`config.mk`:
```
export PLATFORM = sky130hd
export DESIGN_NAME = program_loader
export DESIGN_NICKNAME = d
export VERILOG_FILES = /design/src/rtl/nibbler_pkg.sv /design/src/rtl/program_loader_release_timer.sv /design/src/rtl/program_loader.sv
export SDC_FILE = /design/constraint.sdc
export NUM_CORES = 1
export LEC_CHECK = 0
export CORE_MARGIN = 2
export CORE_UTILIZATION = 50
export DETAILED_ROUTE_END_ITERATION = 8
export PLACE_DENSITY = 0.73
export SLEW_MARGIN = 0
export SYNTH_ARGS = -nofsm -noshare
export SYNTH_HDL_FRONTEND = slang
export SYNTH_SLANG_ARGS = --single-unit
```
`constraint.sdc`:
```
create_clock -name clock -period 2.9 [get_ports clock]
set_input_delay 0.725 -clock clock [delete_from_list [all_inputs] [get_ports clock]]
set_output_delay 0.725 -clock clock [all_outputs]
set_load 0.005 [all_outputs]
```
`src/rtl/nibbler_pkg.sv`:
```
// nibbler_pkg: types and constants shared by the nibbler uP, its program memory and the loader
package nibbler_pkg;
  localparam int PROG_ADDR_W = 12;
  localparam int PROG_DATA_W = 8;
  localparam logic [7:0] SYNC_BYTE = 8'hA5;
  typedef enum logic [2:0] {IDLE, LEN_HI, LEN_LO, DATA, CSUM, RELEASE} loader_state_t;
endpackage

```
`src/rtl/program_loader_release_timer.sv`:
```
// release_timer: reloadable down-counter; expired_o is high once CYCLES cycles have passed since start_i
module release_timer #(
  parameter int CYCLES = 2
) (
  input  logic clock,
  input  logic reset,
  input  logic start_i,
  output logic expired_o
);
  localparam int CW = CYCLES > 0 ? $clog2(CYCLES + 1) : 1;
  logic [CW-1:0] cnt_q;
  always_ff @(posedge clock or posedge reset) begin
    if (reset) cnt_q <= '0;
    else cnt_q <= start_i ? CW'(CYCLES) : (cnt_q != '0 ? cnt_q - CW'(1) : cnt_q);
  end
  assign expired_o = cnt_q == '0;
endmodule

```
`src/rtl/program_loader.sv`:
```
// program_loader: receives SYNC/LEN/data/CSUM frames, writes program memory and holds the uP
// in reset until a frame with a good checksum has been fully written.
module program_loader
  import nibbler_pkg::*;
#(
  parameter int ADDR_W        = PROG_ADDR_W,
  parameter int DATA_W        = PROG_DATA_W,
  parameter int RELEASE_CYC   = 2,
  parameter bit HOLD_AT_RESET = 1'b1
) (
  input  logic              clock,
  input  logic              reset,
  input  logic              in_valid,
  input  logic [DATA_W-1:0] in_data,
  output logic              in_ready,
  output logic              prog_we,
  output logic [ADDR_W-1:0] prog_addr,
  output logic [DATA_W-1:0] prog_wdata,
  output logic              cpu_reset,
  output logic              busy,
  output logic              done,
  output logic              error
);
  loader_state_t     state_q;
  logic [3:0]        len_hi_q;
  logic [ADDR_W-1:0] cnt_q, addr_q, prog_addr_q;
  logic [DATA_W-1:0] sum_q, sum_d, prog_wdata_q;
  logic              prog_we_q, cpu_reset_q, busy_q, done_q, error_q;
  logic              take, tmr_start, tmr_expired;
  assign in_ready  = state_q != RELEASE;
  assign take      = in_valid && in_ready;
  assign sum_d     = sum_q + in_data;
  assign tmr_start = take && state_q == CSUM && sum_d == '0;
  release_timer #(.CYCLES(RELEASE_CYC)) u_timer (
    .clock     (clock),
    .reset     (reset),
    .start_i   (tmr_start),
    .expired_o (tmr_expired)
  );
  always_ff @(posedge clock or posedge reset) begin
    if (reset) begin
      state_q      <= IDLE;
      len_hi_q     <= '0;
      cnt_q        <= '0;
      addr_q       <= '0;
      sum_q        <= '0;
      prog_we_q    <= 1'b0;
      prog_addr_q  <= '0;
      prog_wdata_q <= '0;
      cpu_reset_q  <= HOLD_AT_RESET;
      busy_q       <= 1'b0;
      done_q       <= 1'b0;
      error_q      <= 1'b0;
    end else begin
      prog_we_q <= 1'b0;
      done_q    <= 1'b0;
      case (state_q)
        IDLE: if (take && in_data == DATA_W'(SYNC_BYTE)) begin
          state_q     <= LEN_HI;
          busy_q      <= 1'b1;
          error_q     <= 1'b0;
          cpu_reset_q <= 1'b1;
          sum_q       <= '0;
        end
        LEN_HI: if (take) begin
          len_hi_q <= in_data[3:0];
          sum_q    <= sum_d;
          state_q  <= LEN_LO;
        end
        LEN_LO: if (take) begin
          cnt_q   <= ADDR_W'({len_hi_q, in_data});
          addr_q  <= '0;
          sum_q   <= sum_d;
          state_q <= DATA;
        end
        DATA: if (take) begin
          prog_we_q    <= 1'b1;
          prog_addr_q  <= addr_q;
          prog_wdata_q <= in_data;
          addr_q       <= addr_q + ADDR_W'(1);
          cnt_q        <= cnt_q - ADDR_W'(1);
          sum_q        <= sum_d;
          if (cnt_q == '0) state_q <= CSUM;
        end
        CSUM: if (take) begin
          state_q <= sum_d == '0 ? RELEASE : IDLE;
          error_q <= sum_d != '0;
          busy_q  <= sum_d == '0;
        end
        RELEASE: if (tmr_expired) begin
          cpu_reset_q <= 1'b0;
          done_q      <= 1'b1;
          busy_q      <= 1'b0;
          state_q     <= IDLE;
        end
        default: state_q <= IDLE;
      endcase
    end
  end
  assign prog_we    = prog_we_q;
  assign prog_addr  = prog_addr_q;
  assign prog_wdata = prog_wdata_q;
  assign cpu_reset  = cpu_reset_q;
  assign busy       = busy_q;
  assign done       = done_q;
  assign error      = error_q;
endmodule

```
==> impl_metrics.yaml, run 1 <==
detailed_routing:
  avgViaCountPerCell: 5.56
  wl_mm: 8.51
  via_count: 3151
  drtIter0Drc: 277
  ant_nets: 0
  drtPass1Iterations: 4
  post_drt_wl_per_cell_um: 15.0
  drc: 0
worst_setup_path:
  path_delay_family: "simple AND/OR/NAND/NOR gates"
  crit_path_cell_trace: "clkdlybuf4s50_1, ha_1, or2_2, a21oi_2, o32ai_2, or4b_4, o31a_1"
  critPathLaunchType: "input port"
  crit_required_ns: 3.13
  critPathSlowestCell: "or4b_4"
  cp_max_fo: 6
  cp_num_cells: 7
  critPathKind: "in2reg"
  ff2ff_path_depth: 7
  end_kind: "register"
  worst_ep_arrival_time_ns: 3.07
  cpPeakStageDelay_ns: 0.57
  crit_start: "in_data[3]"
  r2r_start: "cnt_q[0]"
  critPathBufInv: 1
yosys:
  yosysWarnings: 0
  dominantRegCellSynth: "dfrtp_1"
  synth.yosys.seq_area_share: 0.469
  synth-async-reset-ratio: 1.00
  syn_nets: 415
  syn_inst: 393
  synth_top_area_cell: "dfrtp_1"
  postSynthRegisterBits: 66
  synth_area_leaders: "dfrtp_1 (46%), nand2_1 (9.1%), o21ai_0 (4.3%)"
  synth_edf_count: 0
  synth_cell_types: 60
  synthDominantCellAreaShare: 0.462
  synth.avg_cell_area_sq_um: 8.97
  syn_area_sq_um: 3520
grt:
  grt_pass1_wl_mm: 14.5
  antenna_found_initial: 0
  overflow: 0
  track_usage: 0.241
  grt_max_degree: 67
  first_global_vias: 3134
die:
  core.rowCount: 30
  die_h_um: 87.9
  die_width_um: 87.9
  fp.coreArea_sq_um: 6790
  pin_count: 37
  die_area_sq_um: 7730
  start_util: 0.519
placed_design:
  io_buffers: 36
  gp_congestion: 0.921
  dp_hpwl_mm: 5.99
sta:
  post-route-period-util: 0.978
  setup_viol: 0
  fin_crit_ns: 2.84
  clock_skew_ns: 0.0145
  max_slew_margin: 0.556
  tightest_slew_ns: 0.660
  hold_viol: 0
  slew_violations: 0
  fmax_ghz: 0.353
  tns_ns: 0
run_status:
  status: "finished, final reports clean"
run:
  cap_violations: 0
cells_and_area:
  area_growth_pct: 29.8
  fin_nets: 488
  antenna_cells: 0
  drive_above_1_share: 0.195
  fillerInstances: 564
  fin_util: 0.673
  final_cell_mix: "nand2_1 (85), dfrtp_1 (65), buf_4 (43)"
  layout_commonest_cell: "nand2_1"
cts:
  max-clock-path-buffers: 2
  cts_hold_buffers: 0
  cts_root_buf: "clkbuf_8"
  cts_tree: "built"
  insertion_delay_ns: 0.35
  cts_sinks: 66
  clkTransAtPathRegs_ns: 0.08
  htreeDepth: 3
  cts_buffers: 9
pwr:
  p_leak_nw: 2.08
  ir_drop_mv: 0.617
  power_density_nw_per_um2: 966
min_path:
  hold_class: "reg2reg"
  hp-start: "prog_addr[0]"
  whs_path_depth: 2
cells in the mapped netlist, drive strengths merged (2+ instances only):
cell,n
a211oi,2
a21o,3
a21oi,17
a22oi,2
a2bb2oi,3
a311o,2
a31oi,2
and2,2
and3,3
clkbuf,18
dfrtp,65
ha,10
inv,17
mux2,5
mux2i,2
nand2,85
nand3,8
nand3b,2
nand4,6
nor2,27
nor2b,3
nor3,7
nor3b,6
nor4,3
o2111ai,2
o211ai,3
o21a,4
o21ai,31
o21bai,2
o22ai,7
o31a,4
o31ai,4
o32ai,3
or2,4
or3,5
or4,2
or4b,2
xnor2,3
xor2,4
repair_timing:
action,4_1_cts,5_1_grt
setup buffers,2,1
gates resized for setup,6,10
hold endpoints to repair,0,0
pin swaps,3,6
cloned,0,0
setup endpoints to repair,6,6
metal layers:
metal	track usage	share of wire	up-vias
li1	-	-	1542
met1	0.304	0.44	1527
met2	0.416	0.51	73
met3	0.0509	0.039	9
met4	0.0741	0.013	0
met5	0	0	-
cells by family after synthesis:
logic type / share of synthesized area
muxes: 0.0217
DFF: 0.469
buffers and inverters: 0.0373
xor gates and xnor gates: 0.0174
adders and majority gates: 0.0412
and+or+nand+nor: 0.228
AOI/OAI and AO/OA: 0.185
worst reg2reg max path: cells and delay by family (launching register included):
family	cells	cell delay (ns)
and+or+nand+nor	2	1.04
AOI/OAI and AO/OA	3	0.65
DFF	1	0.40
adders and majority gates	1	0.23
buffers and inverters	1	0.09
where the power goes:
| group | switching (W) | internal, W | total, W | leakage [nW] |
|---|---|---|---|---|
| logic | 0.00103 | 0.00109 | 0.00212 | 1.15 |
| registers | 0.000280 | 0.00123 | 0.00151 | 0.838 |
| clock network | 0.000382 | 0.000404 | 0.000786 | 0.0973 |
| total | 0.00169 | 0.00273 | 0.00442 | 2.08 |
layout make-up:
class	count	area (sq um)	area share
multi-input cells	292	1830	0.399
flip-flops and latches	66	1650	0.361
well taps	96	120	0.0263
clock buffers	9	124	0.0271
clock inverters	7	78.8	0.0172
inverters	17	63.8	0.0140
repair buffers	80	708	0.155
registers in the layout, indices dropped and copies added (netlist names):
register and flops:
prog_wdata 8, cnt_q 12, len_hi_q 4, state_q 3, prog_we 1, cpu_reset 1
busy 1, addr_q 12, sum_q 8, done 1, error 1, u_timer.cnt_q 2
prog_addr 12
per-stage QoR:
step	std cells	power (W)	setup slack [ns]	hold WS, ns	area, sq um
4_1_cts	566	0.00431	0.0170	0.479	4500
3_3_place_gp	548	0.00339	-0.423	0.457	4260
5_1_grt	567	0.00475	-0.0175	0.503	4570
2_1_floorplan	393	0.00269	0.0657	0.459	3520
6_report	567	0.00442	0.0635	0.474	4570
3_5_place_dp	548	0.00346	-0.541	0.462	4260
path summary, 6_finish.rpt:
| path | slack, ns | end |
|---|---|---|
| max | 0.06 | error |
| min | 0.47 | prog_addr[0] |
| max reg2reg | 0.37 | state_q[1] |
| min reg2reg | 0.47 | prog_addr[0] |
| max in group asynchronous | 1.81 | cpu_reset |
| min in group asynchronous | 0.79 | prog_wdata[5] |
Power figures use the tool's default switching activity.
==> run 2, diff against run 1 <==
--- a/config.mk
+++ b/config.mk
@@ -5,6 +5,7 @@
 export SDC_FILE = /design/constraint.sdc
 export NUM_CORES = 1
 export LEC_CHECK = 0
+export ABC_AREA = 1
 export CORE_MARGIN = 2
 export CORE_UTILIZATION = 50
 export DETAILED_ROUTE_END_ITERATION = 8
==> constraint.sdc (replaced) <==
create_clock -name clock -period 3.5 [get_ports clock]
set_input_delay 0.875 -clock clock [delete_from_list [all_inputs] [get_ports clock]]
set_output_delay 0.875 -clock clock [all_outputs]
set_load 0.005 [all_outputs]
==> run 2 against run 1 <==
  * Non-clock buffer count down 40
  * First-iteration DRC count decreased by 38%
  * Critical path depth is 6 higher
  * Critical path type unchanged
  * Highest routed layer unchanged
==> impl_metrics.yaml, run 2 <==
placed_design:
  gp_congestion: 0.865
  dp_hpwl_mm: 5.32
  place_area_sq_um: 3930
  io_buffers: 36
sta:
  hold_viol: 0
  slew_violations: 0
  fmax_ghz: 0.368
  setup_viol: 0
  grt_setup_unrepaired: "false"
  clock_skew_ns: 0.00696
  fin_crit_ns: 2.72
  post-route-period-util: 0.776
  max_slew_margin: 0.593
  tns_ns: 0
  tightest_slew_ns: 0.610
die:
  fp.coreArea_sq_um: 6790
  core.rowCount: 30
  start_util: 0.514
  die_width_um: 87.6
  die_h_um: 87.6
  die_area_sq_um: 7670
  pin_count: 37
detailed_routing:
  drc: 0
  drtIter0Drc: 172
  wl_mm: 7.41
  avgViaCountPerCell: 5.09
  drtPass1Iterations: 5
  ant_nets: 0
  via_count: 2965
  post_drt_wl_per_cell_um: 12.7
yosys:
  netlist_top_cells_count: "nand2_1 (114), dfrtp_1 (65), inv_1 (57), o21ai_0 (48), nand3_1 (33)"
  synth_edf_count: 0
  synth-async-reset-ratio: 1.00
  syn_area_sq_um: 3490
  synth_cell_types: 33
  synthDominantCellAreaShare: 0.466
  synth_top_area_cell: "dfrtp_1"
  syn_nets: 467
  synth.avg_cell_area_sq_um: 7.85
  syn_inst: 445
  synth_area_leaders: "dfrtp_1 (47%), nand2_1 (12%), o21ai_0 (6.9%)"
  dominantRegCellSynth: "dfrtp_1"
  synth.yosys.seq_area_share: 0.473
  postSynthRegisterBits: 66
  yosysMostFrequentCell: "nand2_1"
  yosysWarnings: 0
cells_and_area:
  antenna_cells: 0
  drive_above_1_share: 0.0719
  layout_commonest_cell: "nand2_1"
  final_cell_mix: "nand2_1 (114), dfrtp_1 (65), inv_1 (56)"
  area_growth_pct: 18.4
  fillerInstances: 646
  fin_nets: 504
  final_cell_area_sq_um: 4140
run:
  cap_violations: 0
min_path:
  hold_class: "reg2reg"
  whs_path_depth: 2
cts:
  htreeDepth: 3
  cts_hold_buffers: 0
  cts_root_buf: "clkbuf_8"
  cts_sinks: 66
  insertion_delay_ns: 0.34
  max-clock-path-buffers: 2
  postCtsResizedCells: 0
  clkTransAtPathRegs_ns: 0.08
  cts_tree: "built"
  cts_setup_buffers: 0
  cts_buffers: 9
worst_setup_path:
  critPathLaunchType: "input port"
  crit_required_ns: 3.74
  worst_ep_arrival_time_ns: 2.95
  end_kind: "register"
  ff2ff_path_depth: 12
  critPathKind: "in2reg"
  cp_max_fo: 5
grt:
  overflow: 0
  track_usage: 0.215
  antenna_found_initial: 0
  grt_max_degree: 41
  grt_pass1_wl_mm: 12.7
  first_global_vias: 2801
pwr:
  p_leak_nw: 2.01
  power_density_nw_per_um2: 804
  ir_drop_mv: 0.343
run_status:
  status: "finished, final reports clean"
==> run 2: metrics by stage <==
step                      hold WS, ns  cells  utilization  total power, W  worst slack, ns
final                           0.473    583        0.609         0.00333            0.784
after global routing            0.501    583        0.609         0.00364            0.572
after CTS                       0.480    583        0.609         0.00335            0.797
after detailed placement        0.462    567        0.578         0.00268            0.429
after global placement          0.456    567        0.578         0.00264            0.520
after floorplan                 0.446    445            -         0.00221            0.972
==> run 2: cell type report <==
| cell class | instances | area (sq um) | share of cell area |
|---|---|---|---|
| Tap cell | 96 | 120 | 0.0290 |
| Clock inverter | 4 | 50.0 | 0.0121 |
| Multi-Input combinational cell | 302 | 1530 | 0.370 |
| Clock buffer | 12 | 155 | 0.0375 |
| Sequential cell | 66 | 1650 | 0.400 |
| Inverter | 63 | 236 | 0.0572 |
| Timing Repair Buffer | 40 | 390 | 0.0944 |
==> run 2: worst paths after layout <==
kind | startpoint | to | slack, ns
hold reg to reg | prog_addr[10] | prog_addr[10] | 0.47
min in group asynchronous | reset | prog_addr[2] | 0.86
setup reg to reg | sum_q[0] | u_timer.cnt_q[0] | 1.47
max in group asynchronous | reset | cpu_reset | 1.92
setup / recovery | in_data[0] | u_timer.cnt_q[0] | 0.78
hold / removal | prog_addr[10] | prog_addr[10] | 0.47
==> run 2: critical path, cell delays in order <==
cell             delay (ns)
clkdlybuf4s50_1        0.48
ha_1                   0.27
fa_1                   0.40
nand2_1                0.09
nand2_1                0.10
nand3_2                0.08
nand2_1                0.05
nand2_1                0.06
nand2_1                0.06
nor2_1                 0.14
nand2_1                0.14
o21bai_1               0.16
inv_1                  0.05
==> run 2: report_power, final <==
part	switching (W)	internal [W]
registers	0.000201	0.00106
clock network	0.000295	0.000367
logic	0.000782	0.000617
==> run 2: cell families (layout without fill, tap and decap cells) <==
| logic type | Yosys count | in the layout | synth area share |
|---|---|---|---|
| adder cells (fa/ha/maj) | 11 | 11 | 0.0416 |
| AO/OA/AOI/OAI | 86 | 86 | 0.135 |
| AND/OR/NAND/NOR | 199 | 199 | 0.246 |
| flip-flops | 66 | 66 | 0.473 |
| XOR/XNOR | 6 | 6 | 0.0151 |
| buffers and inverters | 77 | 119 | 0.0885 |
==> run 2: metal layers <==
metal / routed length [um] / share of wire / track usage / up-vias
li1: - / - / - / 1524
met1: 3490 / 0.47 / 0.269 / 1376
met2: 3570 / 0.48 / 0.368 / 58
met3: 261 / 0.035 / 0.0349 / 7
met4: 85 / 0.011 / 0.0923 / 0
met5: 0 / 0 / 0 / -
